**src/rtl/pwm_capture_if.sv**
```systemverilog
// Signal bundle between a PWM source/monitor harness and the pwm_capture block.
// The master drives the PWM channels and period strobe; the slave returns the recovered results.
interface pwm_capture_if #(
  parameter int NUM_CHANNELS = 16,
  parameter int PERIOD_BITS  = 8
);
  logic                                     start;
  logic [NUM_CHANNELS-1:0]                  pwm_in;
  logic [NUM_CHANNELS-1:0][PERIOD_BITS-1:0] phase;
  logic [NUM_CHANNELS-1:0][6:0]             amp;
  logic                                     valid;
  logic                                     locked;
  logic                                     err;

  modport master (
    output start, pwm_in,
    input  phase, amp, valid, locked, err
  );

  modport slave (
    input  start, pwm_in,
    output phase, amp, valid, locked, err
  );
endinterface

```
**src/rtl/pwm_capture.sv**
```systemverilog
// PWM loopback monitor: recovers per-channel rising-edge phase and high-time amplitude every period.
// Define PWM_CAP_SYNC_EN to pass pwm_in and start through a 2-flop synchronizer before all logic.
module pwm_capture #(
  parameter int NUM_CHANNELS = 16,
  parameter int PERIOD_BITS  = 8,
  parameter int AMP_SHIFT    = 1
) (
  input  logic         clk,
  input  logic         nReset,
  pwm_capture_if.slave cap
);

  localparam int CW = PERIOD_BITS + 1;
  localparam logic [CW-1:0] LAST_CNT = CW'((2 ** PERIOD_BITS) - 1);
  localparam logic [CW-1:0] OVER_CNT = CW'(2 ** PERIOD_BITS);

  typedef enum logic [1:0] {IDLE, ACQUIRE, TRACK} state_t;

  state_t                                   state_q, state_d;
  logic [CW-1:0]                            cnt_q, cnt_d;
  logic                                     valid_q, valid_d;
  logic                                     locked_q, locked_d;
  logic                                     err_q, err_d;
  logic                                     publish;
  logic [NUM_CHANNELS-1:0]                  prev_q, prev_d;
  logic [NUM_CHANNELS-1:0]                  seen_q, seen_d;
  logic [NUM_CHANNELS-1:0]                  rise;
  logic [NUM_CHANNELS-1:0][PERIOD_BITS-1:0] first_rise_q, first_rise_d;
  logic [NUM_CHANNELS-1:0][PERIOD_BITS-1:0] phase_q, phase_d;
  logic [NUM_CHANNELS-1:0][CW-1:0]          hi_cnt_q, hi_cnt_d;
  logic [NUM_CHANNELS-1:0][6:0]             amp_q, amp_d;
  logic                                     s_start;
  logic [NUM_CHANNELS-1:0]                  s_pwm;

`ifdef PWM_CAP_SYNC_EN
  logic [NUM_CHANNELS:0] sync1_q, sync1_d, sync2_q, sync2_d;

  always_comb begin
    sync1_d = {cap.start, cap.pwm_in};
    sync2_d = sync1_q;
  end

  always_ff @(posedge clk or negedge nReset) begin
    if (!nReset) begin
      sync1_q <= '0;
      sync2_q <= '0;
    end else begin
      sync1_q <= sync1_d;
      sync2_q <= sync2_d;
    end
  end

  assign {s_start, s_pwm} = sync2_q;
`else
  assign s_start = cap.start;
  assign s_pwm   = cap.pwm_in;
`endif

  function automatic logic [6:0] amp_code(input logic [CW-1:0] hi);
    logic [CW-1:0] shifted;
    shifted = hi >> AMP_SHIFT;
    return (shifted > CW'(127)) ? 7'd127 : shifted[6:0];
  endfunction

  // A start closes the running period; only a full-length period seen while tracking is published.
  always_comb begin
    cnt_d    = s_start ? '0 : cnt_q + 1'b1;
    state_d  = state_q;
    locked_d = locked_q;
    err_d    = 1'b0;
    valid_d  = 1'b0;
    publish  = 1'b0;
    case (state_q)
      IDLE: begin
        if (s_start) state_d = ACQUIRE;
      end
      ACQUIRE, TRACK: begin
        if (s_start) begin
          if (cnt_q == LAST_CNT) begin
            state_d = TRACK;
            if (state_q == TRACK) begin
              publish  = 1'b1;
              valid_d  = 1'b1;
              locked_d = 1'b1;
            end
          end else begin
            err_d    = 1'b1;
            locked_d = 1'b0;
            state_d  = ACQUIRE;
          end
        end else if (cnt_q == OVER_CNT) begin
          err_d    = 1'b1;
          locked_d = 1'b0;
          state_d  = IDLE;
        end
      end
      default: state_d = IDLE;
    endcase
  end

  // prev survives the period boundary so a pulse straddling start is not seen as a new rise.
  assign rise = s_pwm & ~prev_q;

  always_comb begin
    prev_d       = s_pwm;
    seen_d       = seen_q;
    first_rise_d = first_rise_q;
    hi_cnt_d     = hi_cnt_q;
    phase_d      = phase_q;
    amp_d        = amp_q;
    for (int ch = 0; ch < NUM_CHANNELS; ch++) begin
      if (s_start) begin
        hi_cnt_d[ch]     = CW'(s_pwm[ch]);
        seen_d[ch]       = rise[ch];
        first_rise_d[ch] = '0;
      end else begin
        hi_cnt_d[ch] = hi_cnt_q[ch] + CW'(s_pwm[ch]);
        if (rise[ch] && !seen_q[ch]) begin
          seen_d[ch]       = 1'b1;
          first_rise_d[ch] = cnt_d[PERIOD_BITS-1:0];
        end
      end
      if (publish) begin
        phase_d[ch] = seen_q[ch] ? first_rise_q[ch] : '0;
        amp_d[ch]   = amp_code(hi_cnt_q[ch]);
      end
    end
  end

  always_ff @(posedge clk or negedge nReset) begin
    if (!nReset) begin
      state_q      <= IDLE;
      cnt_q        <= '0;
      valid_q      <= 1'b0;
      locked_q     <= 1'b0;
      err_q        <= 1'b0;
      prev_q       <= '0;
      seen_q       <= '0;
      first_rise_q <= '0;
      hi_cnt_q     <= '0;
      phase_q      <= '0;
      amp_q        <= '0;
    end else begin
      state_q      <= state_d;
      cnt_q        <= cnt_d;
      valid_q      <= valid_d;
      locked_q     <= locked_d;
      err_q        <= err_d;
      prev_q       <= prev_d;
      seen_q       <= seen_d;
      first_rise_q <= first_rise_d;
      hi_cnt_q     <= hi_cnt_d;
      phase_q      <= phase_d;
      amp_q        <= amp_d;
    end
  end

  assign cap.phase  = phase_q;
  assign cap.amp    = amp_q;
  assign cap.valid  = valid_q;
  assign cap.locked = locked_q;
  assign cap.err    = err_q;

endmodule

```
**src/flat_wrapper.sv**
```systemverilog
// flat-port wrapper written by rule: the top's interface ports become plain ports
module pwm_capture_flat 
#(
  parameter int NUM_CHANNELS = 16,
  parameter int PERIOD_BITS  = 8,
  parameter int AMP_SHIFT    = 1
)
  (clk, nReset, cap_start, cap_pwm_in, cap_phase, cap_amp, cap_valid, cap_locked, cap_err);
  pwm_capture_if #(.NUM_CHANNELS(NUM_CHANNELS), .PERIOD_BITS(PERIOD_BITS)) cap_i ();
  input  logic clk;
  input  logic nReset;
  input wire logic [$bits(cap_i.start)-1:0] cap_start;
  input wire logic [$bits(cap_i.pwm_in)-1:0] cap_pwm_in;
  output wire logic [$bits(cap_i.phase)-1:0] cap_phase;
  output wire logic [$bits(cap_i.amp)-1:0] cap_amp;
  output wire logic [$bits(cap_i.valid)-1:0] cap_valid;
  output wire logic [$bits(cap_i.locked)-1:0] cap_locked;
  output wire logic [$bits(cap_i.err)-1:0] cap_err;
  assign cap_i.start = cap_start;
  assign cap_i.pwm_in = cap_pwm_in;
  assign cap_phase = cap_i.phase;
  assign cap_amp = cap_i.amp;
  assign cap_valid = cap_i.valid;
  assign cap_locked = cap_i.locked;
  assign cap_err = cap_i.err;
  pwm_capture #(.NUM_CHANNELS(NUM_CHANNELS), .PERIOD_BITS(PERIOD_BITS), .AMP_SHIFT(AMP_SHIFT)) u_core (.clk(clk), .nReset(nReset), .cap(cap_i));
endmodule
```
**config.mk**
```make
export PLATFORM = sky130hd
export DESIGN_NAME = pwm_capture_flat
export DESIGN_NICKNAME = d
export VERILOG_FILES = /design/src/rtl/pwm_capture_if.sv /design/src/rtl/pwm_capture.sv /design/src/flat_wrapper.sv
export SDC_FILE = /design/constraint.sdc
export NUM_CORES = 1
export LEC_CHECK = 0
export ABC_CLOCK_PERIOD_IN_PS = 2300
export CAP_MARGIN = 20
export CORE_UTILIZATION = 52
export CTS_CLUSTER_DIAMETER = 60
export CTS_CLUSTER_SIZE = 28
export DETAILED_ROUTE_END_ITERATION = 10
export GPL_TIMING_DRIVEN = 0
export HOLD_SLACK_MARGIN = 0.05
export PLACE_DENSITY_LB_ADDON = 0.2
export SYNTH_ARGS = -nofsm -noshare
export SYNTH_HDL_FRONTEND = slang
export SYNTH_SLANG_ARGS = --single-unit
```
**constraint.sdc**
```tcl
create_clock -name clk -period 2.3 [get_ports clk]
set_input_delay 0.345 -clock clk [delete_from_list [all_inputs] [get_ports clk]]
set_output_delay 0.345 -clock clk [all_outputs]
set_load 0.005 [all_outputs]
```
Word level (Yosys, flattened, before mapping)
Index checks and enable logic that the tools add are counted.
- output and inout port bits: 243
- bits in registers: 558
- input bits: 19
- word-level logic and storage cells: 311
- order comparisons: 16
- equal/unequal tests: 7
- reductions and logical operators: 53
- bitwise logic cells: 2
- $add $sub $neg: 17
- muxes and demuxes: 130
- operators with widths (kind ; number):
    $mux W8 ; 48
    $mux W9 ; 17
    $add A9 B1 Y9 ; 16
    $gt A8 B7 Y1 const B ; 16
    $mux W7 ; 16
    $mux W1 ; 44
    $reduce_bool A2 Y1 ; 17
    $and A16 B16 Y16 ; 1
    $logic_and A1 B1 Y1 ; 16
    $logic_not A1 Y1 ; 16
    $not A16 Y16 ; 1
    $add A9 B1 Y9 const B ; 1
    $eq A9 B8 Y1 const B ; 1
    $eq A9 B9 Y1 const B ; 1
    $mux W2 ; 4
    $pmux W2 S2 ; 1
    $ne A3 B2 Y1 const B ; 1
    $ne A3 B3 Y1 const B ; 1
    $reduce_and A3 Y1 ; 1
    $eq A2 B1 Y1 const B ; 1
    $eq A2 B2 Y1 const B ; 1
    $logic_not A2 Y1 ; 1
    $ne A2 B2 Y1 const B ; 1
    $reduce_and A2 Y1 ; 1
    $reduce_or A2 Y1 ; 1

Logic depth before layout (Yosys ltp)
Gate-level depths: netlist of run 1.
- depth after elaboration: 5
- gate-level depth with buffers: 10
- gate-level depth less buffers: 7

Least setup slack after synthesis of run 1
No wires, ideal clock.
- path type: reg2reg
- from: register u_core.cnt_q[0]
- to: register u_core.amp_q, in the netlist u_core.cap.amp[100]
- cell stages (with the launch flop): 11
- library setup time: 83 ps
- required time: 2217 ps
- period minus slack after synthesis: 1918 ps
- buffers on the path: 3
- path slack: 382 ps
- arrival: 1835 ps
- path through: dfrtp_1 > ha_1 > nand3_1 > nor2_1 > ha_1 > nand4_1 > buf_2 > clkbuf_1 > buf_2 > nand2_1 > o21ai_0
- word-level cells in the longest chain between the ends: 4
- ends and longest elaborated chain (what ; line ; text):
    start: declaration ; pwm_capture.sv:20 ; logic [CW-1:0] cnt_q, cnt_d;
    start signal: assignment ; pwm_capture.sv:145 ; cnt_q <= cnt_d;
    $eq A9 B8 Y1 ; pwm_capture.sv:79 ; if (cnt_q == LAST_CNT) begin
    $mux W1 ; pwm_capture.sv:79 ;
    $mux W1 ; pwm_capture.sv:78 ; if (s_start) begin
    $mux W1 ; pwm_capture.sv:73 ; case (state_q)
    end signal: assignment ; pwm_capture.sv:154 ; amp_q <= amp_d;
    end: declaration ; pwm_capture.sv:31 ; logic [NUM_CHANNELS-1:0][6:0] amp_q, amp_d;
No other way between the ends.
A chain may end at the register's enable or synchronous reset.

Worst setup path after layout of run 1
- from: register u_core.cnt_q[0]
- to: register u_core.amp_q, in the netlist u_core.cap.amp[55]
Same word-level chain as after synthesis.

==> results of run 1 <==
==> state kept, by name, summed over array words and instances (netlist names) <==
name / count
u_core.hi_cnt_q: 144
u_core.cap.phase: 128
u_core.first_rise_q: 128
u_core.cap.amp: 112
u_core.prev_q: 16
u_core.seen_q: 16
u_core.cnt_q: 9
u_core.state_q: 2
u_core.cap.err: 1
u_core.cap.locked: 1
u_core.cap.valid: 1
==> synth_stat cells (17+ instances only) <==
master | count | area, sq um
dfrtp_1 | 558 | 14000
nand3_1 | 69 | 345
clkbuf_1 | 53 | 199
a21oi_1 | 66 | 330
nand2_1 | 403 | 1510
nor2b_1 | 23 | 144
buf_2 | 50 | 250
or3_1 | 65 | 407
inv_1 | 24 | 90.1
a31oi_1 | 39 | 244
mux2_2 | 98 | 1100
o21ai_0 | 352 | 1760
ha_1 | 39 | 488
xnor2_1 | 17 | 149
buf_1 | 19 | 71.3
xor2_1 | 32 | 280
nor2_1 | 183 | 687
==> how the worst max path moves through the flow <==
stage	from	end	slack, ns	cells after the start
after floorplan	u_core.cnt_q[0]	u_core.cap.amp[100]	0.38	10
after global placement	nReset	u_core.cap.phase[24]	-23.02	1
after detailed placement	u_core.cnt_q[0]	u_core.cap.phase[64]	-0.89	10
after CTS	u_core.cnt_q[0]	u_core.cap.amp[3]	0.0003	8
after global routing	u_core.cnt_q[0]	u_core.cap.amp[56]	-0.02	8
final	u_core.cnt_q[0]	u_core.cap.amp[55]	0.1	10
==> final cells by class <==
type / instances / area [sq um] / share of cell area
Clock buffer: 39 / 943 / 0.0339
Multi-Input combinational cell: 1464 / 8200 / 0.295
Timing Repair Buffer: 278 / 2850 / 0.102
Sequential cell: 558 / 14000 / 0.502
Antenna cell: 3 / 7.51 / 0.000270
Tap cell: 585 / 732 / 0.0263
Inverter: 24 / 90.1 / 0.00324
Buffer: 126 / 648 / 0.0233
Clock inverter: 26 / 383 / 0.0138
==> what timing repair did <==
action	4_1_cts	5_1_grt
endpoints found under the setup margin	241	234
gates resized for setup	27	29
hold endpoints to repair	67	0
buffers inserted	7	4
hold buffers	1	0
pin swaps	0	0
==> logic make-up after synthesis <==
logic type | count (synthesis) | share of synthesized area
compound gates | 494 | 0.118
buf+inv | 150 | 0.0290
fa+ha+maj | 39 | 0.0214
simple gates | 784 | 0.152
xor+xnor | 49 | 0.0188
mux | 98 | 0.0484
flops | 558 | 0.612
==> where the power goes <==
part	total [uW]	internal, uW	switching [uW]	leakage, uW
Combinational	1230	469	764	0.00366
Clock	7430	3510	3910	0.000646
Sequential	10300	10100	193	0.00761
==> through the flow <==
| step | std cells | setup TNS (ns) | hold slack, ns | cell area (sq um) |
|---|---|---|---|---|
| floorplan | 2172 | 0 | 0.0494 | 22800 |
| global placement | 3018 | - | 0.464 | 26200 |
| detailed placement | 3023 | -183.47 | 0.338 | 26300 |
| CTS | 3096 | 0 | 0.308 | 27800 |
| global route | 3103 | -0.122 | 0.332 | 27800 |
| finish | 3103 | 0 | 0.317 | 27800 |
==> metal layers <==
layer / vias to the layer above / part of all wire
met5: - / 0
met4: 0 / 0.027
met3: 87 / 0.050
met2: 468 / 0.48
met1: 8574 / 0.44
li1: 8035 / -
==> cell usage in the layout, fill, tap and decap left out, types with 3 or more instances in the layout <==
| master | netlist | routed |
|---|---|---|
| o21ai_1 | 2 | 4 |
| o21ai_0 | 352 | 350 |
| buf_16 | 0 | 5 |
| o31ai_1 | 3 | 3 |
| clkbuf_1 | 53 | 37 |
| nand3b_1 | 3 | 3 |
| diode_2 | 0 | 3 |
| nand2_1 | 403 | 403 |
| clkinv_8 | 0 | 5 |
| nor3b_2 | 16 | 16 |
| a31oi_2 | 8 | 8 |
| a31oi_1 | 39 | 39 |
| buf_1 | 19 | 18 |
| nor2_1 | 183 | 182 |
| mux2_2 | 98 | 98 |
| inv_1 | 24 | 24 |
| or3_1 | 65 | 65 |
| dfrtp_1 | 558 | 556 |
| ha_1 | 39 | 38 |
| inv_6 | 0 | 4 |
| a22o_1 | 16 | 16 |
| xnor2_1 | 17 | 17 |
| inv_8 | 0 | 6 |
| nor2b_1 | 23 | 23 |
| buf_4 | 1 | 21 |
| nand4_1 | 16 | 16 |
| xor2_1 | 32 | 32 |
| clkbuf_16 | 0 | 37 |
| a21oi_1 | 66 | 66 |
| buf_2 | 50 | 42 |
| clkbuf_2 | 0 | 13 |
| clkdlybuf4s50_1 | 0 | 260 |
| nand3_1 | 69 | 69 |
| inv_12 | 0 | 5 |
| buf_6 | 2 | 3 |
==> results.sh, run 1 <==
export IMPL_status="complete, no violations"
export IMPL_die_y_microns=211
export IMPL_ff2ff_setup_slack_ns=0.1
export IMPL_slew_headroom=0.448
export IMPL_ys_ff_latch=558
export IMPL_r2r_cells=10
export IMPL_cts_tree="done"
export IMPL_yosysSeqAreaShare=0.612
export IMPL_clockBufferDepth=3
export IMPL_power_density_nw_per_um2=681
export IMPL_start_util=0.528
export IMPL_period_needed_ns=2.20
export IMPL_cp_slowest_cell="dfrtp_2"
export IMPL_gp_congestion=0.838
export IMPL_finClkSkew_ns=0.0168
export IMPL_htreeDepth=2
export IMPL_die_width_microns=211
export IMPL_wire_per_inst_microns=18.7
export IMPL_grt_use_met1=0.367
export IMPL_clk_pin_slew_worst_paths_ns=0.10
export IMPL_finalCritPeriodShare=0.958
export IMPL_synth_ff_type="dfrtp_1"
export IMPL_pre_cts_slack_ns=-0.894
export IMPL_grt_util_all_layers=0.264
export IMPL_synthToLayoutAreaGrowth_pct=22.0
export IMPL_syn_area_sq_um=22800
export IMPL_final_fill_count=3518
export IMPL_end_kind="flip-flop"
export IMPL_synth_warnings=0
export IMPL_cap_viol_max_count=0
export IMPL_max_freq_mhz=454
export IMPL_setup_viol=0
export IMPL_clkLatencyLatePin_ns=0.58
export IMPL_finalHoldViolations=0
export IMPL_worstPathArrival_ns=2.66
export IMPL_worst_pin_slew_ns=0.828
export IMPL_p_leak_uw=0.0119
export IMPL_ant_nets=0
export IMPL_portBuffers=261
export IMPL_required_ns=2.75
export IMPL_grt_pass1_vias=17000
export IMPL_hp_class="in -> async"
export IMPL_cp_slowest_stage_delay_ns=0.42
export IMPL_syn_mean_instance_area_sq_um=10.5
export IMPL_rows=76
export IMPL_cts_inserted_buffers=37
export IMPL_clkSinkCount=558
export IMPL_rr_endpoint="u_core.cap.amp[55]"
export IMPL_drt_wl_total_microns=57900
export IMPL_async_reset_ff_frac=1.00
export IMPL_first_pass_iters=5
export IMPL_drc=0
export IMPL_root_buffer="clkbuf_16"
export IMPL_use_met3=0.0347
export IMPL_gr_total_overflow=0
export IMPL_antenna_found_initial=3
export IMPL_path_cells="ha_4 > nand3_1 > nor2_2 > ha_1 > nand4_1 > buf_12 > clkbuf_8 > buf_4 > nand2_1 > o21ai_0"
export IMPL_path_max_fanout=10
export IMPL_vias_per_cell=5.53
export IMPL_slew_viol_final=0
export IMPL_synthCells=2172
export IMPL_grtUsageMet2=0.428
export IMPL_core_area_sq_um=43200
export IMPL_grt_max_degree=115
export IMPL_grt_pass1_wl_microns=92300
export IMPL_critPathBufInv=3
export IMPL_worstSetupPathType="reg -> reg"
export IMPL_cp_start_kind="flip-flop"
export IMPL_finalPower_uw=19000
export IMPL_worstReg2RegStart="u_core.cnt_q[0]"
export IMPL_dieArea_sq_um=44700
export IMPL_crit_family="buffers and inverters"
export IMPL_yosysUniqueCellTypes=39
export IMPL_grt_busiest_layer="met2"
export IMPL_hpwl_microns=40900
export IMPL_ir_drop_uv=521
export IMPL_final_nets=2547
export IMPL_setup_slack_ns=0.0969
export IMPL_drt_iter0_drc=1350
export IMPL_synth_edf_count=0
export IMPL_vias=17200
export IMPL_synth_fp_nets=2230
export IMPL_drive_gt1_frac=0.113
export IMPL_pin_count=262
export IMPL_utilization=0.644
(Power assumes the default switching activity.)
==> inputs of run 2 (changes only) <==
CTS_CLUSTER_DIAMETER = not set   (was 60)
==> run 2 against run 1 <==
Final cell count up 1.2%. First-iteration DRC count is 12% lower. Routed wire length grew 1.5%. Clock power up 28%. Utilization up 1.5 points. Power up 11%. Critical endpoint unchanged. Largest power group unchanged.
==> results.sh, run 2 (same netlist as run 1, synthesis figures left out) <==
export IMPL_regMostFlops="u_core.hi_cnt_q"
export IMPL_drive_gt1_frac=0.121
export IMPL_ant_nets=0
export IMPL_worstPathArrival_ns=2.74
export IMPL_final_cell_mix="555 x dfrtp_1, 403 x nand2_1, 351 x o21ai_0, 260 x clkdlybuf4s50_1, 182 x nor2_1"
export IMPL_finalHoldViolations=0
export IMPL_htreeDepth=2
export IMPL_cp_start_kind="flip-flop"
export IMPL_antenna_found_initial=4
export IMPL_start_util=0.528
export IMPL_finClkSkew_ns=0.0254
export IMPL_grt_busiest_layer="met2"
export IMPL_clk_pin_slew_worst_paths_ns=0.07
export IMPL_vias=17400
export IMPL_drc=0
export IMPL_setup_viol=0
export IMPL_rr_endpoint="u_core.cap.amp[55]"
export IMPL_portBuffers=261
export IMPL_ir_drop_uv=636
export IMPL_required_ns=2.76
export IMPL_cap_viol_max_count=0
export IMPL_die_y_microns=211
export IMPL_synthToLayoutAreaGrowth_pct=24.7
export IMPL_pin_count=262
export IMPL_clkLatencyLatePin_ns=0.61
export IMPL_hpwl_microns=40900
export IMPL_gp_congestion=0.838
export IMPL_period_needed_ns=2.28
export IMPL_cts_inserted_buffers=56
export IMPL_largest_reg_flops=144
export IMPL_r2r_cells=10
export IMPL_vias_per_cell=5.54
export IMPL_seqPwrFrac=0.489
export IMPL_pwr_share_clk=0.452
export IMPL_status="complete, no violations"
export IMPL_dp_cells=3023
export IMPL_end_kind="flip-flop"
export IMPL_core_area_sq_um=43200
export IMPL_rows=76
export IMPL_root_buffer="clkbuf_16"
export IMPL_p_comb_frac=0.058
export IMPL_clkSinkCount=558
export IMPL_internal_power_uw=16300
export IMPL_worstReg2RegStart="u_core.cnt_q[0]"
export IMPL_path_max_fanout=10
export IMPL_holdWs_ns=0.294
export IMPL_tns_ns=0
export IMPL_gr_total_overflow=0
export IMPL_ff2ff_setup_slack_ns=0.02
export IMPL_finalCritPeriodShare=0.993
export IMPL_grt_util_all_layers=0.268
export IMPL_worstSetupPathType="reg -> reg"
export IMPL_grtUsageMet2=0.433
export IMPL_hp_class="in -> async"
export IMPL_final_nets=2563
export IMPL_instances_no_fill=3140
export IMPL_worst_pin_slew_ns=0.825
export IMPL_slew_viol_final=0
export IMPL_grt_use_met1=0.369
export IMPL_use_met3=0.0372
export IMPL_final_common_cell="dfrtp_1"
export IMPL_die_width_microns=211
export IMPL_cts_tree="done"
export IMPL_grt_pass1_wl_microns=93700
export IMPL_power_density_nw_per_um2=741
export IMPL_drt_wl_total_microns=58800
export IMPL_max_freq_mhz=438
export IMPL_first_pass_iters=5
export IMPL_drt_iter0_drc=1187
export IMPL_p_leak_uw=0.0122
export IMPL_clockBufferDepth=3
export IMPL_wire_per_inst_microns=18.7
export IMPL_slew_headroom=0.448
export IMPL_grt_max_degree=115
export IMPL_switching_power_uw=4760
export IMPL_dieArea_sq_um=44700
export IMPL_grt_pass1_vias=17300
export IMPL_swShare=0.226
==> run 2: cell types whose count changed in the layout (fill, tap and decap cells not counted), moves of 3 or more <==
cell,change
clkinv_8,-4
clkbuf_2,-3
clkinv_2,+7
inv_6,-4
clkbuf_16,+21
inv_12,-5
clkbuf_1,+15
inv_8,-6
buf_4,-3
clkbuf_8,+21
==> run 2: how the worst max path moves through the flow <==
stage	end	slack [ns]	startpoint
global placement	u_core.cap.phase[24]	-23.02	nReset
detailed placement	u_core.cap.phase[64]	-0.89	u_core.cnt_q[0]
floorplan	u_core.cap.amp[100]	0.38	u_core.cnt_q[0]
finish	u_core.cap.amp[55]	0.02	u_core.cnt_q[0]
CTS	u_core.cap.phase[12]	0.004	u_core.cnt_q[1]
global route	u_core.cap.amp[48]	-0.05	u_core.cnt_q[0]
==> run 2: per-stage QoR <==
| step | cell area [sq um] | setup WS [ns] | utilization | total power [uW] |
|---|---|---|---|---|
| after global routing | 28400 | -0.0480 | 0.659 | 21800 |
| after global placement | 26200 | -23.02 | 0.606 | 11600 |
| after detailed placement | 26300 | -0.894 | 0.609 | 11700 |
| after CTS | 28400 | 0.00395 | 0.657 | 21200 |
| final | 28400 | 0.0167 | 0.659 | 21100 |
| after floorplan | 22800 | 0.382 | - | 11100 |
==> run 2: cell type report <==
cell class / count / area [sq um]
well taps: 585 / 732
repair buffers: 275 / 2830
fillers: 3435 / 14700
clock buffers: 92 / 1790
diodes: 4 / 10.0
clock inverters: 12 / 171
plain buffers: 126 / 651
multi-input cells: 1464 / 8210
inverters: 24 / 90.1
flip-flops and latches: 558 / 14000
==> run 2: timing repair <==
item	CTS	global route
gates resized for setup	27	27
endpoints found under the hold margin	67	0
buffers inserted	5	3
setup endpoints to repair	241	249
hold buffers	1	0
==> run 2: worst max-delay path, cell delays in order (launching register included) <==
cell and delay, ns:
dfrtp_1 0.41, ha_4 0.18, nand3_1 0.11, nor2_2 0.14, ha_2 0.20, nand4_1 0.24, buf_12 0.25, clkbuf_8 0.19
buf_4 0.21, nand2_1 0.09, o21ai_0 0.08
==> run 2: per-layer routing <==
layer	routed length [microns]	up-vias
li1	-	8079
met1	25400	8681
met2	28400	521
met3	3180	107
met4	1830	0
met5	0	-
==> run 2: power by group through the flow <==
stage | logic [uW] | clock network (uW) | registers, uW
2_1_floorplan | 689 | 0 | 10400
3_3_place_gp | 1140 | 0 | 10500
3_5_place_dp | 1220 | 0 | 10500
4_1_cts | 1240 | 9690 | 10300
5_1_grt | 1390 | 10100 | 10300
6_report | 1230 | 9530 | 10300
